`src/rtl/fetch_stage.sv`:
```
// ---------------------------------------------------------------------------
// fetch_stage -- instruction-fetch stage of the five-stage WISC pipeline.
//
// Owns the PC, drives the instruction-cache read port and produces the IF/ID
// pipeline register (instruction, PC+2, valid) consumed by decode. Handles
// cache-miss waits, branch redirects (including redirects that arrive while a
// miss is outstanding), load-use stalls and the terminal HLT state.
//
// Optional feature macro: FETCH_PERF_CNT_EN adds perf_fetch_cnt/perf_stall_cnt.
//
// Ports:
//   clk, rst            clock; synchronous active-high reset
//   branch_taken        decode resolved a taken branch (single-cycle pulse)
//   branch_target[15:0] redirect address, valid with branch_taken
//   hazard_stall        hold PC, IF/ID and redirect register
//   icache_ready        icache_instr valid for icache_addr this cycle
//   icache_instr[15:0]  instruction word from the cache
//   icache_addr[15:0]   fetch address (PC register)
//   icache_req          read request
//   IFID_instr[15:0]    registered instruction to decode
//   IFID_PC_two[15:0]   registered PC+2 of IFID_instr
//   IFID_valid          IF/ID holds a real instruction
//   halted              fetch stopped on HLT
//   perf_fetch_cnt      (FETCH_PERF_CNT_EN) cycles loading IFID_valid=1
//   perf_stall_cnt      (FETCH_PERF_CNT_EN) cycles in MISS_WAIT/REDIR_WAIT
//   dbg_state_o[1:0]    current FSM state for debug/checkers
//
// Handshake: the cache port is a level request; icache_req high with
// icache_addr stable means "read this address", and the word is consumed on
// the rising edge where icache_ready is high. The address only changes after
// an edge on which icache_ready was seen (or on a branch outside a miss).
// ---------------------------------------------------------------------------
module fetch_stage #(
  parameter logic [15:0] RESET_PC     = 16'h0000,
  parameter logic [3:0]  HLT_OPCODE   = 4'hF,
  parameter logic [15:0] BUBBLE_INSTR = 16'h0000
) (
  input  logic        clk,
  input  logic        rst,
  input  logic        branch_taken,
  input  logic [15:0] branch_target,
  input  logic        hazard_stall,
  input  logic        icache_ready,
  input  logic [15:0] icache_instr,
  output logic [15:0] icache_addr,
  output logic        icache_req,
  output logic [15:0] IFID_instr,
  output logic [15:0] IFID_PC_two,
  output logic        IFID_valid,
  output logic        halted,
`ifdef FETCH_PERF_CNT_EN
  output logic [15:0] perf_fetch_cnt,
  output logic [15:0] perf_stall_cnt,
`endif
  output logic [1:0]  dbg_state_o
);

  typedef enum logic [1:0] {
    ST_RUN        = 2'd0,
    ST_MISS_WAIT  = 2'd1,
    ST_REDIR_WAIT = 2'd2,
    ST_HALT       = 2'd3
  } state_e;

  state_e      state_q, state_d;
  logic [15:0] pc_q, pc_d;
  logic [15:0] redir_q, redir_d;
  logic [15:0] instr_q, instr_d;
  logic [15:0] pc_two_q, pc_two_d;
  logic        valid_q, valid_d;
  logic        capture;
  logic [15:0] pc_plus2;
  logic [15:0] redir_tgt;
  logic        is_hlt;

  assign pc_plus2 = pc_q + 16'd2;  // wraps modulo 2^16
  assign is_hlt   = (icache_instr[15:12] == HLT_OPCODE);
  // A branch seen while already waiting on a redirect replaces the target.
  assign redir_tgt = branch_taken ? branch_target : redir_q;

  always_comb begin
    state_d  = state_q;
    pc_d     = pc_q;
    redir_d  = redir_q;
    instr_d  = instr_q;
    pc_two_d = pc_two_q;
    valid_d  = valid_q;
    capture  = 1'b0;

    unique case (state_q)
      ST_RUN, ST_MISS_WAIT: begin
        if (branch_taken) begin
          instr_d = BUBBLE_INSTR;
          valid_d = 1'b0;
          if (state_q == ST_MISS_WAIT && !icache_ready) begin
            // Cache still busy with the wrong-path line: park the target
            // and keep the old address on the port until the fill ends.
            redir_d = branch_target;
            state_d = ST_REDIR_WAIT;
          end else begin
            pc_d    = branch_target;
            state_d = ST_RUN;
          end
        end else if (hazard_stall) begin
          // Nothing is captured, but miss tracking still follows the cache.
          state_d = icache_ready ? ST_RUN : ST_MISS_WAIT;
        end else if (icache_ready) begin
          capture  = 1'b1;
          instr_d  = icache_instr;
          pc_two_d = pc_plus2;
          valid_d  = 1'b1;
          if (is_hlt) begin
            state_d = ST_HALT;
          end else begin
            pc_d    = pc_plus2;
            state_d = ST_RUN;
          end
        end else begin
          instr_d = BUBBLE_INSTR;
          valid_d = 1'b0;
          state_d = ST_MISS_WAIT;
        end
      end

      ST_REDIR_WAIT: begin
        if (branch_taken || !hazard_stall) begin
          instr_d = BUBBLE_INSTR;
          valid_d = 1'b0;
        end
        if (icache_ready) begin
          // Fill finished: the returned word is wrong-path and discarded.
          // The PC load is part of leaving this state, so it is not held
          // back by a stall; IF/ID only ever holds a bubble here anyway.
          pc_d    = redir_tgt;
          state_d = ST_RUN;
        end else if (branch_taken || !hazard_stall) begin
          redir_d = redir_tgt;
        end
      end

      ST_HALT: begin
        instr_d = BUBBLE_INSTR;
        valid_d = 1'b0;
      end

      default: state_d = ST_RUN;
    endcase
  end

  always_ff @(posedge clk) begin
    if (rst) begin
      state_q  <= ST_RUN;
      pc_q     <= RESET_PC;
      redir_q  <= 16'h0000;
      instr_q  <= BUBBLE_INSTR;
      pc_two_q <= 16'h0000;
      valid_q  <= 1'b0;
    end else begin
      state_q  <= state_d;
      pc_q     <= pc_d;
      redir_q  <= redir_d;
      instr_q  <= instr_d;
      pc_two_q <= pc_two_d;
      valid_q  <= valid_d;
    end
  end

`ifdef FETCH_PERF_CNT_EN
  logic [15:0] fetch_cnt_q, stall_cnt_q;
  logic        in_wait;

  assign in_wait = (state_q == ST_MISS_WAIT) || (state_q == ST_REDIR_WAIT);

  always_ff @(posedge clk) begin
    if (rst) begin
      fetch_cnt_q <= 16'h0000;
      stall_cnt_q <= 16'h0000;
    end else begin
      if (capture && fetch_cnt_q != 16'hFFFF) fetch_cnt_q <= fetch_cnt_q + 16'd1;
      if (in_wait && stall_cnt_q != 16'hFFFF) stall_cnt_q <= stall_cnt_q + 16'd1;
    end
  end

  assign perf_fetch_cnt = fetch_cnt_q;
  assign perf_stall_cnt = stall_cnt_q;
`endif

  assign icache_addr = pc_q;
  assign icache_req  = !rst && (state_q != ST_HALT);
  assign IFID_instr  = instr_q;
  assign IFID_PC_two = pc_two_q;
  assign IFID_valid  = valid_q;
  assign halted      = (state_q == ST_HALT);
  assign dbg_state_o = state_q;

endmodule

```
`config.mk`:
```
export PLATFORM = sky130hd
export DESIGN_NAME = fetch_stage
export DESIGN_NICKNAME = d
export VERILOG_FILES = /design/src/rtl/fetch_stage.sv
export SDC_FILE = /design/constraint.sdc
export NUM_CORES = 1
export LEC_CHECK = 0
export CORE_ASPECT_RATIO = 0.75
export CORE_MARGIN = 2
export CORE_UTILIZATION = 45
export DETAILED_ROUTE_END_ITERATION = 16
export MAX_ROUTING_LAYER = met4
export PLACE_DENSITY = 0.77
export REMOVE_ABC_BUFFERS = 1
export SLEW_MARGIN = 20
export SYNTH_ARGS = -nofsm -noshare
export SYNTH_HDL_FRONTEND = slang
export SYNTH_SLANG_ARGS = --single-unit
export TNS_END_PERCENT = 50
```
`constraint.sdc`:
```
create_clock -name clk -period 2.4 [get_ports clk]
set_clock_uncertainty 0.2 [all_clocks]
set_input_delay 0.36 -clock clk [delete_from_list [all_inputs] [get_ports clk]]
set_output_delay 0.36 -clock clk [all_outputs]
set_load 0.02 [all_outputs]
```
==> results of run 1 <==
==> where the power goes <==
part / total, µW / internal [µW] / switching, µW
clock network: 1060 / 613 / 451
registers: 1210 / 1160 / 54.8
logic: 450 / 233 / 218
total: 2730 / 2000 / 723
==> layout make-up <==
class | count | area share, %
repair buffers | 102 | 23.31
flip-flops and latches | 67 | 29.59
clock inverters | 6 | 1.956
clock buffers | 10 | 3.031
multi-input cells | 257 | 39.40
well taps | 98 | 2.700
==> synth_stat cells (2+ instances only) <==
cell        n
dfxtp_1    67
nor2_1     60
mux2i_1    19
a22oi_1    18
clkbuf_1   15
nand2b_1   14
a211oi_1   11
a21oi_1    11
buf_2      11
nand2_1    10
nor3_1      8
o21ai_0     8
nor3b_1     7
xnor2_1     7
a221oi_1    6
nor2b_1     6
xor2_1      5
nand3_1     4
nand3b_1    4
nand4_1     4
o32ai_1     4
o32ai_2     4
a311oi_1    3
and3_1      3
buf_4       3
o21a_1      3
o2bb2ai_1   3
a211o_1     2
a211oi_2    2
and2_1      2
and4_1      2
nor4_2      2
o21ai_1     2
o311a_1     2
o31a_1      2
==> path summary, 6_finish.rpt <==
path / start / endpoint / depth (start not counted)
min reg2reg: redir_q[10] / redir_q[10] / 2
max reg2reg: icache_addr[1] / IFID_PC_two[15] / 5
min: redir_q[10] / redir_q[10] / 2
max: dbg_state_o[1] / halted / 2
==> layer usage <==
layer  share of wire [%]  wire length, µm  vias up
li1                    -                -     1467
met1                  47             3875     1394
met2                  46             3831       92
met3                 5.7              474        9
met4                0.94               78        0
met5                   0                0        -
==> cells by family (layout without fill, tap and decap cells) <==
kind of cell / after synthesis / after routing / share of synthesized area [%]
simple gates: 137 / 137 / 23.35
compound gates: 87 / 87 / 21.32
flops: 67 / 67 / 41.10
buf+inv: 30 / 118 / 4.448
mux: 20 / 20 / 6.173
xor+xnor: 12 / 12 / 3.221
fa+ha+maj: 1 / 1 / 0.3834
==> state kept, by name, summed over array words and instances, names as in the netlist <==
| name | flops |
|---|---|
| IFID_PC_two | 16 |
| IFID_instr | 16 |
| IFID_valid | 1 |
| dbg_state_o | 2 |
| icache_addr | 16 |
| redir_q | 16 |
==> cells in the final DEF (no fill, tap or decap), drive strengths merged, types with 5 or more instances in the layout <==
| cell type | instances |
|---|---|
| nor2b | 6 |
| xor2 | 5 |
| nor3b | 8 |
| nand2b | 15 |
| buf | 14 |
| nor3 | 9 |
| dfxtp | 67 |
| o32ai | 8 |
| nand3 | 6 |
| xnor2 | 7 |
| mux2i | 19 |
| clkdlybuf4s50 | 88 |
| nand2 | 10 |
| a211oi | 13 |
| o21ai | 10 |
| nor2 | 60 |
| a22oi | 18 |
| clkbuf | 10 |
| a21oi | 11 |
| a221oi | 6 |
==> tightest hold or removal path, cell delays in order, from the launching register on <==
cell and delay (ns):
dfxtp_1 0.33, mux2i_1 0.06, nor2_1 0.07
==> through the flow <==
step | TNS, ns | cell area, µm² | utilization [%] | std cells
final | 0 | 4541 | 65.53 | 540
after global routing | 0 | 4541 | 65.53 | 540
after CTS | 0 | 4539 | 65.51 | 540
after detailed placement | 0 | 4312 | 62.22 | 524
after global placement | 0 | 4312 | 62.22 | 524
after floorplan | -35.84 | 3118 | - | 324
==> what timing repair did <==
action / in CTS / in global routing
pin swaps: 0 / 0
endpoints found under the setup margin: 2 / 1
resized for setup: 1 / 1
endpoints found under the hold margin: 0 / 0
==> flow_metrics.py, run 1 <==
metrics = {
    "run_status": {
        "outcome": "finished, final reports clean",
    },
    "drt": {
        "dr.pass1.iters": 5,
        "drc_errors": 0,
        "ant_nets": 0,
        "drt_iter0_drc": 197,
        "wl_mm": 8.260,
        "wire_per_inst_um": 15.30,
        "routed_via_density": 5.485,
        "vias": 2962,
    },
    "pwr": {
        "finalPower_uw": 2726,
        "p_leak_uw": 0.001518,
        "ir_worst_vdd_mv": 0.3472,
        "power-per-cell-area_mw_per_mm2": 600.3,
    },
    "cells_and_area": {
        "final-seq-area_mm2": 0.001344,
        "fillCellCount": 572,
        "drive_gt1_share_pct": 11.99,
        "fin_nets": 475,
        "antenna_cells": 0,
        "multi_input_area_mm2": 0.001789,
        "syn2layout_area_growth_pct": 39.15,
    },
    "grt": {
        "grt_max_degree": 77,
        "grt_use_total_pct": 22.04,
        "grt_pass1_vias": 2793,
        "grt_pass1_wl_mm": 13.50,
        "grt_util_met3_pct": 6.216,
        "grt-ovfl-total": 0,
        "grt.met2_usage_pct": 33.09,
        "top_usage_layer": "met2",
        "grtUsageMet1_pct": 29.10,
        "antenna_found_initial": 0,
    },
    "yosys": {
        "synthTopCellsByArea": "dfxtp_1, nor2_1, mux2i_1",
        "avgSynthCellArea_um2": 9.218,
        "netlist_instances": 354,
        "synthFlopType": "dfxtp_1",
        "yosysWarnings": 0,
        "synth_edf_count": 0,
        "ys_seq_area_share_pct": 41.10,
        "synth-seq-cells": 67,
        "netlist_area_mm2": 0.003263,
        "synth_top_cell_by_area": "dfxtp_1",
        "async_reset_ff_share_pct": 0,
        "yosysUniqueCellTypes": 55,
        "synth_top_area_share_pct": 41.10,
    },
    "place": {
        "place_ws_ns": 0.1600,
        "hpwl_mm": 5.692,
        "gp_congestion": 0.8719,
        "io_buffers": 89,
    },
    "sta": {
        "min_period_ns": 2.293,
        "max_freq_mhz": 436.1,
        "fin_crit_sh_pct": 95.55,
        "max_slew_margin_pct": 72.59,
        "worstMarginPinSlew_ns": 0.4096,
        "setup_slack_ns": 0.1067,
        "rsz0062_at_grt": "false",
        "slew_violations": 0,
        "setup_viol": 0,
        "hold_viol": 0,
        "hold_ws_ns": 0.2935,
    },
    "floorplan": {
        "floorplan.die_area_mm2": 0.007956,
        "die_h_um": 77.75,
        "io_pins": 90,
        "initial_core_util_pct": 47.09,
        "die_w_um": 102.3,
        "rows": 26,
        "core_mm2": 0.006929,
    },
    "setup_path": {
        "r2r_slack_ns": 0.31,
        "cp_slowest_cell": "clkdlybuf4s50_1",
        "critical_path_buf_inv_count": 1,
        "worstPathArrival_ns": 1.73,
        "cpLargestDelayFamily": "buffers and inverters",
        "critPathRequiredTime_ns": 1.84,
        "crit_path_end_kind": "output port",
        "critPathMaxStageDelay_ns": 0.65,
        "start_kind": "flop",
        "path_cells": "and2_1 -> clkdlybuf4s50_1",
        "path_max_fanout": 12,
        "critical_path_class": "reg -> out",
    },
    "clock_tree": {
        "cts_tree": "yes",
        "cts_buffer_depth": 2,
        "path_clk_slew_ns": 0.08,
        "postCtsSetupRepairBufs": 0,
        "cts.sinks": 67,
        "root_buffer": "clkbuf_8",
        "postCtsHoldBufs": 0,
        "clk_latency_ns": 0.34,
        "numCtsBuffers": 9,
        "cts_max_level": 3,
    },
    "flow_run": {
        "max_cap_viol_count": 0,
    },
    "hold_path": {
        "hold_path_class": "reg -> reg",
    },
}
No activity file was read; power rests on OpenSTA's default activity.
==> run 2: changes to the inputs <==
--- a/config.mk
+++ b/config.mk
@@ -9,8 +9,10 @@
 export CORE_MARGIN = 2
 export CORE_UTILIZATION = 45
 export DETAILED_ROUTE_END_ITERATION = 16
+export GPL_ROUTABILITY_DRIVEN = 0
+export GPL_TIMING_DRIVEN = 0
 export MAX_ROUTING_LAYER = met4
-export PLACE_DENSITY = 0.77
+export PLACE_DENSITY = 0.85
 export REMOVE_ABC_BUFFERS = 1
 export SLEW_MARGIN = 20
 export SYNTH_ARGS = -nofsm -noshare
==> run 2 against run 1 <==
Effect of this change: via count is 0.84% lower; sequential power is essentially flat; routed wire length grew 2.6%; critical path depth stayed put; design area fell by 1.7%; clock-buffer cell count up 2; highest routed layer unchanged; non-clock buffer count decreased by 7; sequential share of layout area up 0.49 points; clock power about the same; utilization is 1.1 points lower; total power decreased by 0.21%.
==> flow_metrics.py, run 2 (synthesis gave the netlist of run 1 again) <==
metrics = {
    "clock_tree": {
        "cts_buffer_depth": 2,
        "cts_tree": "yes",
        "cts.sinks": 67,
        "root_buffer": "clkbuf_8",
        "path_clk_slew_ns": 0.07,
        "cts_max_level": 3,
        "postCtsSetupRepairBufs": 0,
        "numCtsBuffers": 9,
        "clk_latency_ns": 0.34,
    },
    "hold_path": {
        "hold_path_depth": 2,
        "hold_path_class": "reg -> reg",
        "hold_end": "redir_q[7]",
        "holdCritStartpoint": "redir_q[7]",
    },
    "setup_path": {
        "reg2reg_to": "icache_addr[6]",
        "crit_path_end_kind": "output port",
        "critical_path_class": "reg -> out",
        "worstPathArrival_ns": 1.75,
        "start_kind": "flop",
        "reg2regPathDepth": 4,
        "reg2reg_from": "dbg_state_o[0]",
        "critPathRequiredTime_ns": 1.84,
        "path_max_fanout": 9,
        "r2r_slack_ns": 0.18,
    },
    "grt": {
        "antenna_found_initial": 0,
        "grt_use_total_pct": 22.65,
        "grt-ovfl-total": 0,
        "grt_pass1_wl_mm": 13.93,
        "grt_pass1_vias": 2872,
        "grt_max_degree": 77,
    },
    "place": {
        "io_buffers": 89,
        "place_ws_ns": -0.1965,
        "hpwl_mm": 5.843,
        "post_dp_cell_area_mm2": 0.004220,
        "dp.cells": 516,
    },
    "drt": {
        "dr.pass1.iters": 4,
        "wire_per_inst_um": 15.90,
        "drt_iter0_drc": 186,
        "ant_nets": 0,
        "vias": 2937,
        "drc_errors": 0,
        "wl_mm": 8.473,
        "routed_via_density": 5.510,
    },
    "cells_and_area": {
        "final_cell_mix": "clkdlybuf4s50_1, dfxtp_1, nor2_1, mux2i_1, a22oi_1",
        "final_common_cell": "clkdlybuf4s50_1",
        "drive_gt1_share_pct": 10.11,
        "syn2layout_area_growth_pct": 36.73,
        "fin_nets": 468,
        "postLayoutCellArea_mm2": 0.004462,
        "finalNonFillerCells": 533,
        "antenna_cells": 0,
    },
    "sta": {
        "setup_viol": 0,
        "fin_setup_tns_ns": 0,
        "rsz0062_at_grt": "false",
        "slew_violations": 0,
        "fin_crit_sh_pct": 96.13,
        "min_period_ns": 2.307,
        "hold_viol": 0,
        "worstMarginPinSlew_ns": 1.005,
        "max_freq_mhz": 433.4,
        "setup_slack_ns": 0.09286,
        "max_slew_margin_pct": 32.70,
    },
    "floorplan": {
        "die_w_um": 102.3,
        "rows": 26,
        "io_pins": 90,
        "die_h_um": 77.75,
        "initial_core_util_pct": 47.09,
        "floorplan.die_area_mm2": 0.007956,
        "core_mm2": 0.006929,
    },
    "pwr": {
        "power-per-cell-area_mw_per_mm2": 609.6,
        "ir_worst_vdd_mv": 0.3712,
        "p_leak_uw": 0.001479,
    },
    "flow_run": {
        "max_cap_viol_count": 0,
    },
    "run_status": {
        "outcome": "finished, final reports clean",
    },
}
run 2: report_power, final:
part	total [µW]	internal [µW]	switching [µW]
combinational	441	221	221
clock	1070	641	427
sequential	1210	1160	54.0
total	2720	2020	702
run 2: cell type report:
cell class	instances	area (µm²)
Clock inverter	4	72.57
Sequential cell	67	1343
Clock buffer	12	155.1
Fill cell	597	2467
Multi-Input combinational cell	257	1797
Tap cell	98	122.6
Timing Repair Buffer	95	972.2
run 2: what timing repair did:
action | CTS | global route
resized for setup | 1 | 1
hold buffers | 1 | 0
endpoints found under the setup margin | 1 | 5
hold endpoints to repair | 1 | 0
run 2: layer usage:
| metal | global-route usage [%] | share of wire, % | up-vias |
|---|---|---|---|
| met1 | 28.22 | 46 | 1399 |
| met4 | 5.067 | 0.70 | 0 |
| met5 | - | 0 | - |
| met2 | 35.86 | 47 | 88 |
| li1 | - | - | 1442 |
| met3 | 7.477 | 6.0 | 8 |
run 2: worst max-delay path, cell delays in order (launching register included):
cell and delay [ns]:
dfxtp_1 0.52, and2_1 0.26, clkdlybuf4s50_1 0.63
run 2: per-stage QoR:
step | utilization (%) | power (µW) | hold WS [ns]
6_report | 64.39 | 2720 | 0.2887
3_3_place_gp | 59.62 | 1652 | 0.2645
2_1_floorplan | - | 1438 | 0.2246
5_1_grt | 64.39 | 2827 | 0.3148
3_5_place_dp | 60.91 | 1672 | 0.2755
4_1_cts | 64.36 | 2739 | 0.2968
run 2: worst max path at each step:
stage | start | end | slack, ns | cells past startpoint
2_1_floorplan | dbg_state_o[1] | IFID_PC_two[5] | -1.16 | 4
3_3_place_gp | branch_taken | IFID_PC_two[5] | -3.78 | 5
3_5_place_dp | branch_taken | icache_addr[15] | -0.20 | 5
4_1_cts | dbg_state_o[0] | halted | 0.08 | 2
5_1_grt | dbg_state_o[0] | icache_addr[6] | 0.005 | 4
6_report | dbg_state_o[0] | halted | 0.09 | 2
==> run 3: changes to the inputs <==
--- a/config.mk
+++ b/config.mk
@@ -5,14 +5,17 @@
 export SDC_FILE = /design/constraint.sdc
 export NUM_CORES = 1
 export LEC_CHECK = 0
+export ABC_CLOCK_PERIOD_IN_PS = 2400
+export CELL_PAD_IN_SITES_DETAIL_PLACEMENT = 2
+export CELL_PAD_IN_SITES_GLOBAL_PLACEMENT = 2
 export CORE_ASPECT_RATIO = 0.75
 export CORE_MARGIN = 2
-export CORE_UTILIZATION = 45
+export CORE_UTILIZATION = 28
 export DETAILED_ROUTE_END_ITERATION = 16
 export GPL_ROUTABILITY_DRIVEN = 0
 export GPL_TIMING_DRIVEN = 0
 export MAX_ROUTING_LAYER = met4
-export PLACE_DENSITY = 0.85
+export PLACE_DENSITY = 0.88
 export REMOVE_ABC_BUFFERS = 1
 export SLEW_MARGIN = 20
 export SYNTH_ARGS = -nofsm -noshare
==> run 3 against run 2 <==
Effect of this change: critical path depth is the same; utilization fell by 24 points; design area rose by 2.9%; combinational power up 4%; largest power group unchanged.
==> flow_metrics.py, run 3 (synthesis gave the netlist of run 1 again) <==
metrics = {
    "setup_path": {
        "path_max_fanout": 12,
        "crit_path_end_kind": "output port",
        "start_kind": "flop",
        "critPathRequiredTime_ns": 1.84,
        "cpLargestDelayFamily": "buffers and inverters",
        "critical_path_buf_inv_count": 1,
        "critPathMaxStageDelay_ns": 0.65,
        "cp_slowest_cell": "clkdlybuf4s50_1",
        "path_cells": "and2_1 -> clkdlybuf4s50_1",
        "worstPathArrival_ns": 1.78,
        "critical_path_class": "reg -> out",
    },
    "flow_run": {
        "max_cap_viol_count": 0,
    },
    "place": {
        "post_dp_cell_area_mm2": 0.004294,
        "io_buffers": 89,
        "hpwl_mm": 7.558,
        "place_ws_ns": -0.2623,
    },
    "floorplan": {
        "rows": 34,
        "core_mm2": 0.01149,
        "initial_core_util_pct": 28.41,
        "floorplan.die_area_mm2": 0.01254,
        "io_pins": 90,
        "die_h_um": 97.49,
        "die_w_um": 128.7,
    },
    "clock_tree": {
        "cts_max_level": 3,
        "clk_latency_ns": 0.33,
        "cts_tree": "yes",
        "cts.sinks": 67,
        "numCtsBuffers": 9,
        "path_clk_slew_ns": 0.06,
        "root_buffer": "clkbuf_16",
        "postCtsSetupRepairBufs": 0,
        "cts_buffer_depth": 2,
    },
    "drt": {
        "dr.pass1.iters": 4,
        "wire_per_inst_um": 18.74,
        "ant_nets": 0,
        "vias": 3022,
        "drt_iter0_drc": 98,
        "drc_errors": 0,
        "routed_via_density": 5.228,
        "wl_mm": 10.83,
    },
    "grt": {
        "grt_pass1_vias": 3332,
        "grt_pass1_wl_mm": 17.83,
        "grt-ovfl-total": 0,
        "grt_use_total_pct": 18.55,
        "grt_max_degree": 51,
        "antenna_found_initial": 0,
    },
    "sta": {
        "rsz0062_at_grt": "false",
        "hold_viol": 0,
        "setup_slack_ns": 0.06148,
        "fin_crit_sh_pct": 97.44,
        "max_slew_margin_pct": 47.53,
        "hold_ws_ns": 0.2149,
        "slew_violations": 0,
        "max_freq_mhz": 427.6,
        "worstMarginPinSlew_ns": 0.7862,
        "min_period_ns": 2.339,
        "setup_viol": 0,
    },
    "cells_and_area": {
        "antenna_cells": 0,
        "drive_gt1_share_pct": 10.14,
        "syn2layout_area_growth_pct": 40.64,
        "final_cell_mix": "clkdlybuf4s50_1, dfxtp_1, nor2_1, mux2i_1, a22oi_1",
        "final_util_pct": 39.96,
        "postLayoutCellArea_mm2": 0.004589,
        "fillCellCount": 1223,
        "final_common_cell": "clkdlybuf4s50_1",
        "fin_nets": 468,
    },
    "pwr": {
        "finalPower_uw": 2878,
        "ir_worst_vdd_mv": 0.3188,
        "p_leak_uw": 0.001524,
        "power-per-cell-area_mw_per_mm2": 627.2,
    },
    "run_status": {
        "outcome": "finished, final reports clean",
    },
    "hold_path": {
        "hold_path_class": "in -> reg",
    },
}
[run 3: cell types whose count changed in the layout (fill, tap and decap cells not counted), moves of 2 or more]
cell / before / now
clkbuf_16: 0 / 9
clkinv_2: 1 / 3
bufinv_16: 2 / 0
clkbuf_8: 11 / 1
[run 3: repair_timing]
item	in CTS	in global routing
gates resized for setup	1	4
endpoints found under the setup margin	2	11
endpoints found under the hold margin	0	0
hold buffers	0	0
[run 3: layout make-up]
| type | count | area [µm²] | share of cell area, % |
|---|---|---|---|
| multi-input cells | 257 | 1828 | 39.83 |
| clock inverters | 3 | 15.01 | 0.3272 |
| repair buffers | 95 | 975.9 | 21.27 |
| flip-flops and latches | 67 | 1344 | 29.28 |
| clock buffers | 12 | 246.5 | 5.371 |
| well taps | 144 | 180.2 | 3.926 |
[run 3: final timing paths]
check,start,end,slack (ns),depth (start not counted)
max,dbg_state_o[1],halted,0.06,2
min,rst,redir_q[15],0.21,2
max reg2reg,icache_addr[1],IFID_PC_two[15],0.23,5
min reg2reg,redir_q[7],redir_q[7],0.29,2
[run 3: stage by stage]
stage | setup TNS, ns | std cells
after global routing | 0 | 578
after global placement | -186.49 | 557
final | 0 | 578
after detailed placement | -4.846 | 563
after CTS | 0 | 578
after floorplan | -35.84 | 324
[run 3: worst register-to-register path: stages (launching register included)]
cell      delay, ns
dfxtp_1        0.51
ha_1           0.36
nand3_2        0.26
nor4_4         0.39
xnor2_1        0.13
a211oi_2       0.23
[run 3: metal layers]
metal  global-route usage, %  vias up  share of wire (%)
li1                        -     1445                  -
met1                   23.26     1499                 46
met2                   30.20       65                 48
met3                   4.130       13                4.1
met4                   4.849        0                1.4
met5                       -        -                  0
[run 3: where the power goes]
part           switching, µW  leakage [µW]  internal [µW]  total [µW]
combinational            233      0.000845            225         458
sequential              58.2      0.000547           1160        1220
clock                    487      0.000132            717        1200
total                    778       0.00152           2100        2880
